File: src/rtl/alu_result_fifo.sv
// ---------------------------------------------------------------------------
// alu_result_fifo
//
// Capture stage behind the ALU. Every valid ALU result is stored together
// with the op_code that produced it in a show-ahead FIFO of DEPTH entries.
// The entries are then handed to a slower consumer over a valid/ready
// handshake. The ALU cannot be stalled. A result that arrives while the FIFO
// is full, with no pop in the same cycle, is dropped, and the sticky
// overflow flag is set.
//
// Parameters
//   N      ALU operand width; results are 2*N bits wide
//   DEPTH  number of FIFO entries (power of two, >= 2)
//
// Ports
//   clk         rising-edge clock for all state
//   reset       synchronous, active-high reset
//   in_valid    in_outp / in_op_code carry a valid ALU result this cycle
//   in_op_code  op_code that produced the result
//   in_outp     ALU result
//   out_valid   head entry available
//   out_ready   consumer accepts the head entry
//   out_data    head entry {op_code, outp}; all zeros when empty
//   count       number of stored entries
//   full        count == DEPTH
//   empty       count == 0
//   overflow    sticky: a valid result was dropped since reset
//   stat_cnt    per-opcode accepted-push counters, 8 bits each, saturating
//               (present only when ALU_FIFO_STATS_EN is defined)
//
// Optional feature macro: ALU_FIFO_STATS_EN
// ---------------------------------------------------------------------------
module alu_result_fifo #(
   parameter int N     = 4,
   parameter int DEPTH = 8
) (
   input  logic                     clk,
   input  logic                     reset,
   input  logic                     in_valid,
   input  logic [1:0]               in_op_code,
   input  logic [2*N-1:0]           in_outp,
   output logic                     out_valid,
   input  logic                     out_ready,
   output logic [2*N+1:0]           out_data,
   output logic [$clog2(DEPTH):0]   count,
   output logic                     full,
   output logic                     empty,
   output logic                     overflow
`ifdef ALU_FIFO_STATS_EN
   ,
   output logic [31:0]              stat_cnt
`endif
);

   localparam int AW = $clog2(DEPTH);
   localparam int CW = AW + 1;
   localparam int DW = 2 * N + 2;

   logic [DW-1:0] mem [DEPTH];
   logic [AW-1:0] rd_ptr;
   logic [AW-1:0] wr_ptr;
   logic [CW-1:0] count_q;
   logic          overflow_q;
   logic          push;
   logic          pop;
   logic          drop;

   // Status decode and handshake qualifiers. A push into a full FIFO is
   // still accepted when the head leaves in the same cycle, which is what
   // lets the FIFO sustain one-in/one-out while full.
   always_comb begin
      empty     = (count_q == '0);
      full      = (count_q == CW'(DEPTH));
      out_valid = !empty;
      pop       = out_valid && out_ready;
      push      = in_valid && (!full || pop);
      drop      = in_valid && full && !pop;
      out_data  = out_valid ? mem[rd_ptr] : '0;
   end

   assign count    = count_q;
   assign overflow = overflow_q;

   // Storage array; deliberately not reset, since only entries between the
   // pointers are ever visible on out_data.
   always_ff @(posedge clk) begin
      if (!reset && push) begin
         mem[wr_ptr] <= {in_op_code, in_outp};
      end
   end

   // Pointers, occupancy and the sticky overflow flag. Pointers wrap
   // naturally because DEPTH is a power of two.
   always_ff @(posedge clk) begin
      if (reset) begin
         rd_ptr     <= '0;
         wr_ptr     <= '0;
         count_q    <= '0;
         overflow_q <= 1'b0;
      end else begin
         if (push) begin
            wr_ptr <= wr_ptr + AW'(1);
         end
         if (pop) begin
            rd_ptr <= rd_ptr + AW'(1);
         end
         if (push && !pop) begin
            count_q <= count_q + CW'(1);
         end else if (pop && !push) begin
            count_q <= count_q - CW'(1);
         end
         if (drop) begin
            overflow_q <= 1'b1;
         end
      end
   end

`ifdef ALU_FIFO_STATS_EN
   logic [31:0] stat_q;

   // One saturating 8-bit counter per op_code; only accepted pushes count,
   // so dropped results never touch the statistics.
   always_ff @(posedge clk) begin
      if (reset) begin
         stat_q <= '0;
      end else begin
         for (int k = 0; k < 4; k++) begin
            if (push && (in_op_code == 2'(k)) && (stat_q[8*k +: 8] != 8'hFF)) begin
               stat_q[8*k +: 8] <= stat_q[8*k +: 8] + 8'd1;
            end
         end
      end
   end

   assign stat_cnt = stat_q;
`endif

endmodule
File: config.mk
export PLATFORM = sky130hd
export DESIGN_NAME = alu_result_fifo
export DESIGN_NICKNAME = d
export VERILOG_FILES = /design/src/rtl/alu_result_fifo.sv
export SDC_FILE = /design/constraint.sdc
export NUM_CORES = 1
export LEC_CHECK = 0
export ABC_AREA = 1
export BUFFER_PORTS_ARGS = -buffer_cell sky130_fd_sc_hd__buf_2
export CORE_MARGIN = 5
export CORE_UTILIZATION = 46
export CTS_CLUSTER_SIZE = 8
export DETAILED_ROUTE_END_ITERATION = 12
export PLACE_DENSITY = 0.67
export SLEW_MARGIN = 20
export SYNTH_ARGS = -nofsm -noshare
export SYNTH_HDL_FRONTEND = slang
export SYNTH_SLANG_ARGS = --single-unit
export TNS_END_PERCENT = 1
File: constraint.sdc
create_clock -name clk -period 5.1 [get_ports clk]
set_clock_uncertainty 0.1 [all_clocks]
set_input_delay 0 -clock clk [delete_from_list [all_inputs] [get_ports clk]]
set_output_delay 0 -clock clk [all_outputs]
set_load 0.02 [all_outputs]
; ---- Yosys cells after proc, flatten, opt, wreduce, memory -nomap -nowiden
; Memories as Yosys holds them, arrays and structs flattened. A register that Yosys moved wholly into a read port is not among the register bits.
; Index checks and enable logic that the tools add are counted.
[word_totals]
register_bits = 11
mem_bits_rw = 80
inputBits = 14
out_inout_bits = 18
elab_cells = 32
mem_count = 1
[memory_table]
columns = memory, depth, word_bits, read_ports, rd_clocked_by_memory_dff, write_ports, line_no
row1 = mem, 8, 10, 1, 1, 1, 59  ; logic [DW-1:0] mem [DEPTH];
[classes]
addsub = 4
eq_ne = 1
n_mux = 7
n_reduce_logical = 15
[ops]
columns = cell, n
row1 = two-way mux 10 bit, 1
row2 = two-way mux 4 bit, 2
row3 = logical AND 1 bit, 7
row4 = "adder 3 x 1 -> 3 bit, second input constant", 2
row5 = two-way mux 3 bit, 2
row6 = zero test 1 bit, 5
row7 = "adder 4 x 1 -> 4 bit, second input constant", 1
row8 = "equality test 4 bit, second input constant", 1
row9 = zero test 4 bit, 1
row10 = "subtractor 4 x 1 -> 4 bit, second input constant", 1
row11 = two-way mux 1 bit, 2
row12 = nonzero test 2 bit, 1
row13 = logical OR 1 bit, 1

; ---- Longest topological paths before layout
; Gate-level depths: netlist (run 1).
[logic_depth]
ltp_word = 9
depth_mapped = 14

; ---- Worst setup path after synthesis (run 1)
; OpenSTA, ideal clock, no wires.
[synth_timing]
path_type = register -> register
start = register count_q[1] (netlist: count[1])
end = register count_q[3] (netlist: count[3])
arrival_time_ns = 1.947
required_time_ns = 4.891
path_slack_ns = 2.944
path_stages_with_launch = 13
path_buffers = 0
period_less_slack_ns = 2.156
path_cell_list = dfxtp_1 > nor2_4 > nand4_4 > nand2_2 > inv_2 > ha_1 > inv_1 > ha_1 > or2_2 > nand3_1 > nand3_1 > nand2_1 > inv_1
[synth_between]
elab_chain_len = 8
elab_cells_between_ends = 16
cone_classes = add/sub: 2 / eq/ne: 1 / mux: 2 / reduce/logical: 11
[synth_rtl]
columns = element, line_no
row1 = "start, declared", 62  ; logic [CW-1:0] count_q;
row2 = "start signal, assigned", 108  ; count_q <= count_q + CW'(1);
row3 = "start signal, assigned", 110  ; count_q <= count_q - CW'(1);
row4 = branches (longest 8 deep; another with subtractor 4 x 1 -> 4 bit), --
; Several ways; the timed one is not identified. The select of a mux whose other input is x is not followed.
; A chain may end at the register's enable or synchronous reset.

==> results of run 1 <==
-- cell type report --
class	instances	area, um^2	area share
Timing Repair Buffer	46	302.8	0.06372
Clock buffer	10	127.6	0.02686
Tap cell	111	138.9	0.02923
Multi-Input combinational cell	265	1232	0.2593
Clock inverter	6	45.04	0.009479
Inverter	58	222.7	0.04687
Sequential cell	94	2683	0.5645
-- layer usage --
layer	track usage	routed length, um	vias to the layer above
met5	0	0	-
met1	0.2067	4029	1389
met2	0.2706	4084	67
li1	-	-	1463
met4	0.05088	139	0
met3	0.03339	348	11
-- cell families (layout without fill, tap and decap cells) --
family,after synthesis,after routing,share of synthesized area
compound gates,11,11,0.01291
xor+xnor,3,3,0.006165
flops,94,94,0.6293
fa+ha+maj,6,6,0.01937
buf+inv,75,120,0.08512
simple gates,245,245,0.2471
-- registers in the layout, summed over array words and instances, names as in the netlist, named ones only --
| name | flops |
|---|---|
| mem | 80 |
| overflow | 1 |
| wr_ptr | 3 |
| count | 4 |
| rd_ptr | 3 |
-- metrics by stage --
stage / instances / hold slack (ns) / total power, W / utilization / cell area [um^2]
6_report: 590 / 0.3364 / 0.002126 / 0.5192 / 4752
5_1_grt: 590 / 0.3673 / 0.002254 / 0.5192 / 4752
4_1_cts: 590 / 0.3377 / 0.002130 / 0.5176 / 4737
3_5_place_dp: 560 / 0.1749 / 0.001681 / 0.4834 / 4424
3_3_place_gp: 560 / 0.1694 / 0.001665 / 0.4834 / 4424
2_1_floorplan: 434 / -0.001131 / 0.001520 / - / 4263
-- worst paths after layout --
path | depth (start not counted) | start | slack [ns] | end
hold / removal | 2 | in_outp[4] | 0.34 | mem[4][4]$_DFFE_PP_
hold reg to reg | 2 | overflow$_SDFFE_PP0P_ | 0.37 | overflow$_SDFFE_PP0P_
setup / recovery | 6 | register | 2.52 | out_data[9]
setup reg to reg | 11 | count[0]$_SDFFE_PP0P_ | 2.78 | count[3]$_SDFFE_PP0P_
-- power breakdown --
group | internal (W) | switching [W] | leakage, nW | total (W)
sequential | 0.000876 | 0.0000521 | 0.838 | 0.000928
clock | 0.000180 | 0.000273 | 0.0793 | 0.000453
combinational | 0.000238 | 0.000507 | 1.17 | 0.000745
total | 0.00129 | 0.000832 | 2.08 | 0.00213
-- layout by cell type (no fill, tap or decap) --
master,Yosys,final
ha_1,5,5
nand3b_1,1,1
inv_6,1,3
o21ai_0,2,2
inv_1,54,54
buf_4,4,1
dfxtp_1,14,14
clkbuf_1,1,1
nand3_4,1,1
edfxtp_1,80,80
nand2_1,147,147
clkinvlp_4,0,3
inv_2,3,3
nor2_2,0,6
nand3_1,40,40
nand4_4,1,1
dlygate4sd3_1,0,14
nand2_2,13,13
clkinv_2,0,1
nand3_2,1,1
xor2_1,3,3
clkbuf_8,0,9
buf_2,6,31
a21oi_1,9,9
fa_1,1,1
nor2_4,1,1
nor2_1,39,33
or2_2,1,1
==> results.py, run 1 <==
metrics = {
    "synthesis": {
        "synth_ff_type": "edfxtp_1",
        "synth_cells": 434,
        "syn_avg_cell_area_um2": 9.822,
        "ys_warn_count": 0,
        "synthMostInstantiatedCell": "nand2_1",
        "ys_seq_area_frac": 0.6293,
        "yosys-top-cells-count": "147 x nand2_1, 80 x edfxtp_1, 54 x inv_1",
        "synthTopCellsByArea": "edfxtp_1 56%, nand2_1 13%, dfxtp_1 6.6%",
        "synth.top_cell.area_share": 0.5635,
        "async_reset_ff_frac": 0,
        "syn_nets": 454,
        "yosysTopAreaCell": "edfxtp_1",
        "synth-seq-cells": 94,
        "synth_area_um2": 4263,
        "ys_types": 25,
        "synth_enable_flop_cells": 80,
    },
    "drt": {
        "via_per_inst": 4.966,
        "antenna_left": 0,
        "vias": 2930,
        "dr.first_iter.drc_count": 157,
        "first_pass_iters": 4,
        "routed_wl_um": 8602,
        "wl_per_cell_um": 14.58,
        "drc": 0,
    },
    "placement": {
        "place_congestion": 0.7832,
        "dp.final_hpwl_um": 5339,
        "portBuffers": 31,
        "dpl_worst_slack_ns": 2.793,
    },
    "floorplanning": {
        "rows": 35,
        "pin_count": 32,
        "dieArea_um2": 11290,
        "fp.coreArea_um2": 9153,
        "die_x_um": 106.3,
        "start_util": 0.4658,
        "die_y_um": 106.3,
    },
    "sta": {
        "fin_crit_sh": 0.5063,
        "max_freq_mhz": 387.3,
        "fin_setup_tns_ns": 0,
        "hold_viol_final": 0,
        "rsz0062_at_grt": "no",
        "setup_viol": 0,
        "period_minus_slack_ns": 2.582,
        "drv_slew": 0,
        "setup_slack_ns": 2.518,
        "maxSlewHeadroom": 0.3219,
        "worstMarginPinSlew_ns": 1.013,
    },
    "cells_and_area": {
        "drive_gt1_frac": 0.1566,
        "nFillCells": 817,
        "fin_nets": 494,
        "antenna_cells": 0,
        "area_delta_synth_final_pct": 11.48,
    },
    "global_routing": {
        "grt_pass1_wl_um": 14040,
        "grt_max_degree": 42,
        "grt_pass1_vias": 2932,
        "track_usage": 0.1603,
        "antenna_found_initial": 0,
        "grt_overflow": 0,
    },
    "setup_path": {
        "required_ns": 5.00,
        "worst-path-buf-inv": 2,
        "path_class": "register to output pin",
        "worst_path_largest_cell_delay_ns": 0.88,
        "crit_path_cell_trace": "inv_1, nand3_1, nand3_1, nand2_1, nor2_1, buf_2",
        "critPathTopFamily": "flip-flops",
        "slowest_stage": "dfxtp_1",
        "critPathLaunchType": "register",
        "crit_top_cell": "nand3_1",
        "crit_path_max_fanout": 21,
        "crit_arrival_ns": 2.48,
        "end_kind": "output pin",
    },
    "clock_tree": {
        "cts_setup_buffers": 0,
        "cts_buffers": 9,
        "clkSinkCount": 94,
        "cts_resized": 0,
        "cts_tree": "done",
        "htreeDepth": 3,
        "postCtsHoldBufs": 14,
        "cts.path.max_buffers": 2,
        "clock-root-buffer": "clkbuf_8",
        "clk_latency_ns": 0.36,
        "clk_pin_slew_ns": 0.10,
    },
    "pwr": {
        "power_density_nw_per_um2": 447.5,
        "p_leak_nw": 2.084,
        "peakVddDrop_v": 0.0003209,
    },
    "status": {
        "status": "completed",
    },
    "job": {
        "cap_violations": 0,
    },
    "hold_path": {
        "hold_class": "input pin to register",
    },
}
Note: power is estimated with default switching activity, not from simulation.
==> run 2, diff against run 1 <==
--- a/config.mk
+++ b/config.mk
@@ -5,7 +5,7 @@
 export SDC_FILE = /design/constraint.sdc
 export NUM_CORES = 1
 export LEC_CHECK = 0
-export ABC_AREA = 1
+export ABC_AREA = 0
 export BUFFER_PORTS_ARGS = -buffer_cell sky130_fd_sc_hd__buf_2
 export CORE_MARGIN = 5
 export CORE_UTILIZATION = 46
==> constraint.sdc (replaced) <==
create_clock -name clk -period 2.6 [get_ports clk]
set_clock_uncertainty 0.1 [all_clocks]
set_input_delay 0 -clock clk [delete_from_list [all_inputs] [get_ports clk]]
set_output_delay 0 -clock clk [all_outputs]
set_load 0.02 [all_outputs]
==> run 2 against run 1 <==
  * Sequential share of layout area grew 2.6 points
  * Sequential cell count is the same
  * Highest routed layer unchanged
  * Total power is 96% higher
  * Largest power group unchanged
  * Register-to-register slack worse by 2.7 ns
  * Critical endpoint is now count[3]$_SDFFE_PP0P_
  * Global-route usage is 1.0 points lower
  * Wire length decreased by 20%
==> results.py, run 2 <==
metrics = {
    "status": {
        "status": "completed",
    },
    "pwr": {
        "p_leak_nw": 1.589,
        "power.internal_w": 0.002872,
        "peakVddDrop_v": 0.0003540,
        "power_density_nw_per_um2": 912.1,
        "seqPwrFrac": 0.428,
        "combPwrFrac": 0.308,
        "switching_share": 0.3097,
        "clock_power_share": 0.264,
        "switchingPower_w": 0.001289,
    },
    "clock_tree": {
        "clkSinkCount": 94,
        "clk_pin_slew_ns": 0.10,
        "htreeDepth": 3,
        "clk_latency_ns": 0.34,
        "cts_tree": "done",
        "cts.path.max_buffers": 2,
        "cts_buffers": 9,
        "clock-root-buffer": "clkbuf_8",
    },
    "drt": {
        "routed_wl_um": 6850,
        "first_pass_iters": 4,
        "vias": 1941,
        "antenna_left": 0,
        "wl_per_cell_um": 18.17,
        "drc": 0,
        "via_per_inst": 5.149,
        "dr.first_iter.drc_count": 83,
    },
    "sta": {
        "setup_viol": 0,
        "worstMarginPinSlew_ns": 0.7115,
        "maxSlewHeadroom": 0.5250,
        "rsz0062_at_grt": "yes",
        "period_minus_slack_ns": 2.549,
        "max_freq_mhz": 392.3,
        "hold_viol_final": 0,
        "drv_slew": 0,
        "hold-worst-slack_ns": 0.3451,
        "fin_crit_sh": 0.9803,
    },
    "cells_and_area": {
        "largest_reg_flops": 80,
        "fin_nets": 290,
        "antenna_cells": 0,
        "final_cells": 377,
        "final_util": 0.5843,
        "regMostFlops": "mem",
        "drive_gt1_frac": 0.3709,
        "area_delta_synth_final_pct": 22.27,
        "layout_common_cells": "80 x edfxtp_1, 31 x buf_2, 25 x nor2_1, 20 x mux4_2, 15 x buf_4",
        "final_common_cell": "edfxtp_1",
    },
    "global_routing": {
        "grt_pass1_vias": 2033,
        "grt_max_degree": 21,
        "grt_pass1_wl_um": 11100,
        "track_usage": 0.1499,
        "grt_overflow": 0,
        "antenna_found_initial": 0,
    },
    "setup_path": {
        "crit_path_cell_trace": "or4b_4, o21ai_4, inv_4, ha_4, inv_4, ha_4, a21oi_4, a211oi_2, a31oi_1, mux2_2",
        "end_kind": "register",
        "slowest_stage": "or4b_4",
        "critPathLaunchType": "register",
        "required_ns": 2.74,
        "worst_path_largest_cell_delay_ns": 0.56,
        "crit_path_max_fanout": 6,
        "path_class": "register to register",
        "crit_arrival_ns": 2.69,
    },
    "synthesis": {
        "async_reset_ff_frac": 0,
        "ys_seq_area_frac": 0.7190,
        "syn_nets": 226,
        "yosysTopAreaCell": "edfxtp_1",
        "synth.top_cell.area_share": 0.6439,
        "syn_avg_cell_area_um2": 18.11,
        "synthMostInstantiatedCell": "edfxtp_1",
        "synth_cells": 206,
        "synthTopCellsByArea": "edfxtp_1 64%, mux4_2 12%, dfxtp_1 7.5%",
        "synth-seq-cells": 94,
        "ys_warn_count": 0,
        "synth_ff_type": "edfxtp_1",
        "synth_enable_flop_cells": 80,
        "synth_area_um2": 3731,
        "yosys-top-cells-count": "80 x edfxtp_1, 25 x nor2_1, 20 x mux4_2",
        "ys_types": 34,
    },
    "placement": {
        "place_congestion": 0.7843,
        "portBuffers": 31,
        "dp.final_hpwl_um": 4187,
        "dpl.cell_count": 344,
    },
    "floorplanning": {
        "die_x_um": 100.1,
        "start_util": 0.4779,
        "rows": 32,
        "pin_count": 32,
        "fp.coreArea_um2": 7807,
        "die_y_um": 100.1,
        "dieArea_um2": 10010,
    },
    "hold_path": {
        "hold_class": "input pin to register",
    },
    "job": {
        "cap_violations": 0,
    },
}
run 2: cell types whose count changed in the layout (fill, tap and decap cells not counted), moves of 4 or more:
| cell | delta |
|---|---|
| mux2i_1 | +11 |
| nand2_2 | -12 |
| nand3_1 | -37 |
| nand2_1 | -142 |
| mux4_2 | +20 |
| inv_1 | -52 |
| nor2_1 | -8 |
| buf_4 | +14 |
| dfxtp_1 | -4 |
| a21oi_1 | -5 |
| nor2_2 | -6 |
run 2: layout make-up:
cell class / count / area [um^2]
Clock buffer: 9 / 123.9
Clock inverter: 7 / 113.9
Fill cell: 609 / 3246
Inverter: 4 / 20.02
Multi-Input combinational cell: 99 / 1052
Sequential cell: 94 / 2693
Tap cell: 102 / 127.6
Timing Repair Buffer: 62 / 431.7
run 2: per-layer routing:
metal,global-route usage,up-vias,part of all wire
met3,0.02571,4,0.030
met5,0,-,0
met2,0.2299,34,0.49
li1,-,935,-
met1,0.2184,968,0.47
met4,0.05285,0,0.0088
run 2: cell families after synthesis:
group / after synthesis / share of synthesized area
adder cells (fa/ha/maj): 6 / 0.02213
AO/OA/AOI/OAI: 10 / 0.01912
XOR/XNOR: 5 / 0.01174
AND/OR/NAND/NOR: 46 / 0.05969
buffers and inverters: 13 / 0.01509
multiplexers: 32 / 0.1533
flip-flops: 94 / 0.7190
run 2: critical path: cells and delay by family, from the launching register on:
family / cells / cell delay [ns]
fa+ha+maj: 2 / 0.37
compound gates: 4 / 0.56
flops: 1 / 0.37
mux: 1 / 0.35
buf+inv: 2 / 0.13
simple gates: 1 / 0.56
run 2: path summary, 6_finish.rpt:
path | startpoint | endpoint | slack [ns] | cells past startpoint
max | count[1]$_SDFFE_PP0P_ | count[3]$_SDFFE_PP0P_ | 0.05 | 10
min | in_outp[6] | mem[2][6]$_DFFE_PP_ | 0.35 | 2
max reg2reg | count[1]$_SDFFE_PP0P_ | count[3]$_SDFFE_PP0P_ | 0.05 | 10
min reg2reg | rd_ptr[1]$_SDFFE_PP0N_ | register | 0.41 | 2
run 2: per-stage QoR:
stage	setup WS [ns]	setup TNS, ns	cell area (um^2)	power [W]
global placement	0.06344	0	4138	0.003038
CTS	0.01744	0	4526	0.004170
finish	0.05109	0	4562	0.004161
floorplan	-0.01424	-0.01424	3772	0.002710
global route	-0.03963	-0.03963	4562	0.004377
detailed placement	0.03554	0	4138	0.003056
run 2: power by group through the flow:
stage          Sequential, W  Clock [W]  Combinational [W]
6_report             0.00178    0.00110            0.00128
5_1_grt              0.00179    0.00119            0.00140
4_1_cts              0.00178    0.00112            0.00127
3_5_place_dp         0.00181          0            0.00124
3_3_place_gp         0.00181          0            0.00123
2_1_floorplan        0.00183          0           0.000880
run 2: timing repair:
action                                  CTS  global route
gates resized for setup                   0             5
hold buffers                             15             0
hold endpoints to repair                 92             0
endpoints found under the setup margin    0             2
setup buffers                             0             2
==> run 3, diff against run 2 <==
--- a/config.mk
+++ b/config.mk
@@ -12,6 +12,8 @@
 export CTS_CLUSTER_SIZE = 8
 export DETAILED_ROUTE_END_ITERATION = 12
 export PLACE_DENSITY = 0.67
+export REMOVE_ABC_BUFFERS = 1
+export SETUP_SLACK_MARGIN = 0.15
 export SLEW_MARGIN = 20
 export SYNTH_ARGS = -nofsm -noshare
 export SYNTH_HDL_FRONTEND = slang
==> run 3 against run 2 <==
  * Register-to-register slack improved by 0.09 ns
  * Combinational power increased by 6%
  * Count of clock-buffer cells in the layout unchanged
==> results.py, run 3 (synthesis gave the netlist of run 2 again) <==
metrics = {
    "floorplanning": {
        "pin_count": 32,
        "rows": 32,
        "dieArea_um2": 10010,
        "fp.coreArea_um2": 7807,
        "die_x_um": 100.1,
        "die_y_um": 100.1,
        "start_util": 0.4779,
    },
    "cells_and_area": {
        "drive_gt1_frac": 0.3899,
        "multiInputGateArea_um2": 1082,
        "layout_common_cells": "80 x edfxtp_1, 31 x buf_2, 23 x nor2_1, 20 x mux4_2, 17 x buf_4",
        "final_common_cell": "edfxtp_1",
        "fin_nets": 292,
        "regMostFlops": "mem",
        "nFillCells": 620,
        "ff_latch_area_um2": 2686,
        "largest_reg_flops": 80,
        "area_delta_synth_final_pct": 22.13,
        "antenna_cells": 0,
    },
    "drt": {
        "wl_per_cell_um": 17.77,
        "antenna_left": 0,
        "dr.first_iter.drc_count": 76,
        "vias": 1955,
        "first_pass_iters": 6,
        "via_per_inst": 5.158,
        "routed_wl_um": 6733,
        "drc": 0,
    },
    "global_routing": {
        "grt_pass1_vias": 2044,
        "antenna_found_initial": 0,
        "grt_max_degree": 21,
        "grt_pass1_wl_um": 10890,
        "grt_overflow": 0,
        "track_usage": 0.1461,
    },
    "pwr": {
        "p_leak_nw": 1.559,
        "peakVddDrop_v": 0.0006052,
        "power_density_nw_per_um2": 890.0,
    },
    "sta": {
        "period_minus_slack_ns": 2.456,
        "fin_setup_tns_ns": 0,
        "drv_slew": 0,
        "hold-worst-slack_ns": 0.3468,
        "maxSlewHeadroom": 0.5012,
        "fin_crit_sh": 0.9446,
        "rsz0062_at_grt": "yes",
        "max_freq_mhz": 407.2,
        "setup_viol": 0,
        "worstMarginPinSlew_ns": 0.7472,
        "hold_viol_final": 0,
    },
    "setup_path": {
        "crit_path_cell_trace": "or4b_4, o21ai_4, inv_2, ha_4, inv_4, ha_4, a21oi_4, a211oi_2, a31oi_1, mux2_2",
        "worst_path_largest_cell_delay_ns": 0.55,
        "critPathLaunchType": "register",
        "required_ns": 2.75,
        "end_kind": "register",
        "path_class": "register to register",
        "critPathTopFamily": "simple AND/OR/NAND/NOR gates",
        "crit_top_cell": "ha_4",
        "crit_path_max_fanout": 3,
        "rr_startpoint": "count[1]$_SDFFE_PP0P_",
        "worst-path-buf-inv": 2,
        "crit_arrival_ns": 2.60,
        "slowest_stage": "or4b_4",
        "critPathLaunch": "count[1]$_SDFFE_PP0P_",
    },
    "hold_path": {
        "hold_class": "input pin to register",
        "worstHoldStart": "in_op_code[0]",
    },
    "job": {
        "cap_violations": 0,
    },
    "clock_tree": {
        "cts_buffers": 9,
        "cts_tree": "done",
        "clock-root-buffer": "clkbuf_8",
        "cts.path.max_buffers": 2,
        "clk_latency_ns": 0.35,
        "clk_pin_slew_ns": 0.10,
        "htreeDepth": 3,
        "clkSinkCount": 94,
    },
    "status": {
        "status": "completed",
    },
    "placement": {
        "portBuffers": 31,
        "dp.final_hpwl_um": 4048,
        "place_congestion": 0.7518,
    },
}
==> run 3: changes by cell type in the layout (fill, tap and decap cells not counted), sizes merged <==
cell          before  now
clkinvlp           0    1
clkinv             2    1
bufinv             2    0
inv                7    9
dlymetal6s4s       1    0
buf               47   50
==> run 3: cell type report <==
cell class	instances	area share
Clock inverter	7	0.01428
Multi-Input combinational cell	99	0.2375
Clock buffer	9	0.02718
Timing Repair Buffer	64	0.09967
Sequential cell	94	0.5895
Inverter	4	0.003844
Tap cell	102	0.02801
==> run 3: worst paths after layout <==
| kind | to | slack [ns] | depth (start not counted) |
|---|---|---|---|
| min | mem[7][8]$_DFFE_PP_ | 0.35 | 2 |
| min reg2reg | rd_ptr[1]$_SDFFE_PP0N_ | 0.40 | 2 |
| max | count[3]$_SDFFE_PP0P_ | 0.14 | 10 |
| max reg2reg | count[3]$_SDFFE_PP0P_ | 0.14 | 10 |
==> run 3: worst reg2reg max path: stages, from the launching register on <==
cell	delay (ns)
dfxtp_2	0.34
or4b_4	0.55
o21ai_4	0.15
inv_2	0.07
ha_4	0.17
inv_4	0.06
ha_4	0.21
a21oi_4	0.13
a211oi_2	0.07
a31oi_1	0.16
mux2_2	0.35
==> run 3: what timing repair did <==
action / in CTS / in global routing
gates resized for setup: 12 / 3
hold buffers: 14 / 0
hold endpoints to repair: 92 / 0
endpoints found under the setup margin: 2 / 3
buffers inserted: 0 / 1
pin swaps: 6 / 4
==> run 3: per-layer routing <==
metal / global-route usage / wire (um)
met1: 0.1964 / 3004
met4: 0.04663 / 53
met3: 0.03197 / 302
met5: 0 / 0
met2: 0.2391 / 3373
==> run 3: power by group <==
part	switching (W)	internal, W	leakage, nW	total [W]
registers	0.0000652	0.00172	0.838	0.00178
logic	0.000709	0.000654	0.626	0.00136
clock network	0.000538	0.000373	0.0947	0.000911
==> run 3: stage by stage <==
| step | area [um^2] | power (W) | cells | util | setup slack [ns] |
|---|---|---|---|---|---|
| 2_1_floorplan | 3690 | 0.002630 | 197 | - | -0.2074 |
| 3_3_place_gp | 4139 | 0.003057 | 348 | 0.5301 | 0.07864 |
| 3_5_place_dp | 4139 | 0.003072 | 348 | 0.5301 | 0.03670 |
| 4_1_cts | 4532 | 0.004074 | 378 | 0.5804 | 0.1050 |
| 5_1_grt | 4557 | 0.004283 | 379 | 0.5837 | 0.03246 |
| 6_report | 4557 | 0.004056 | 379 | 0.5837 | 0.1440 |
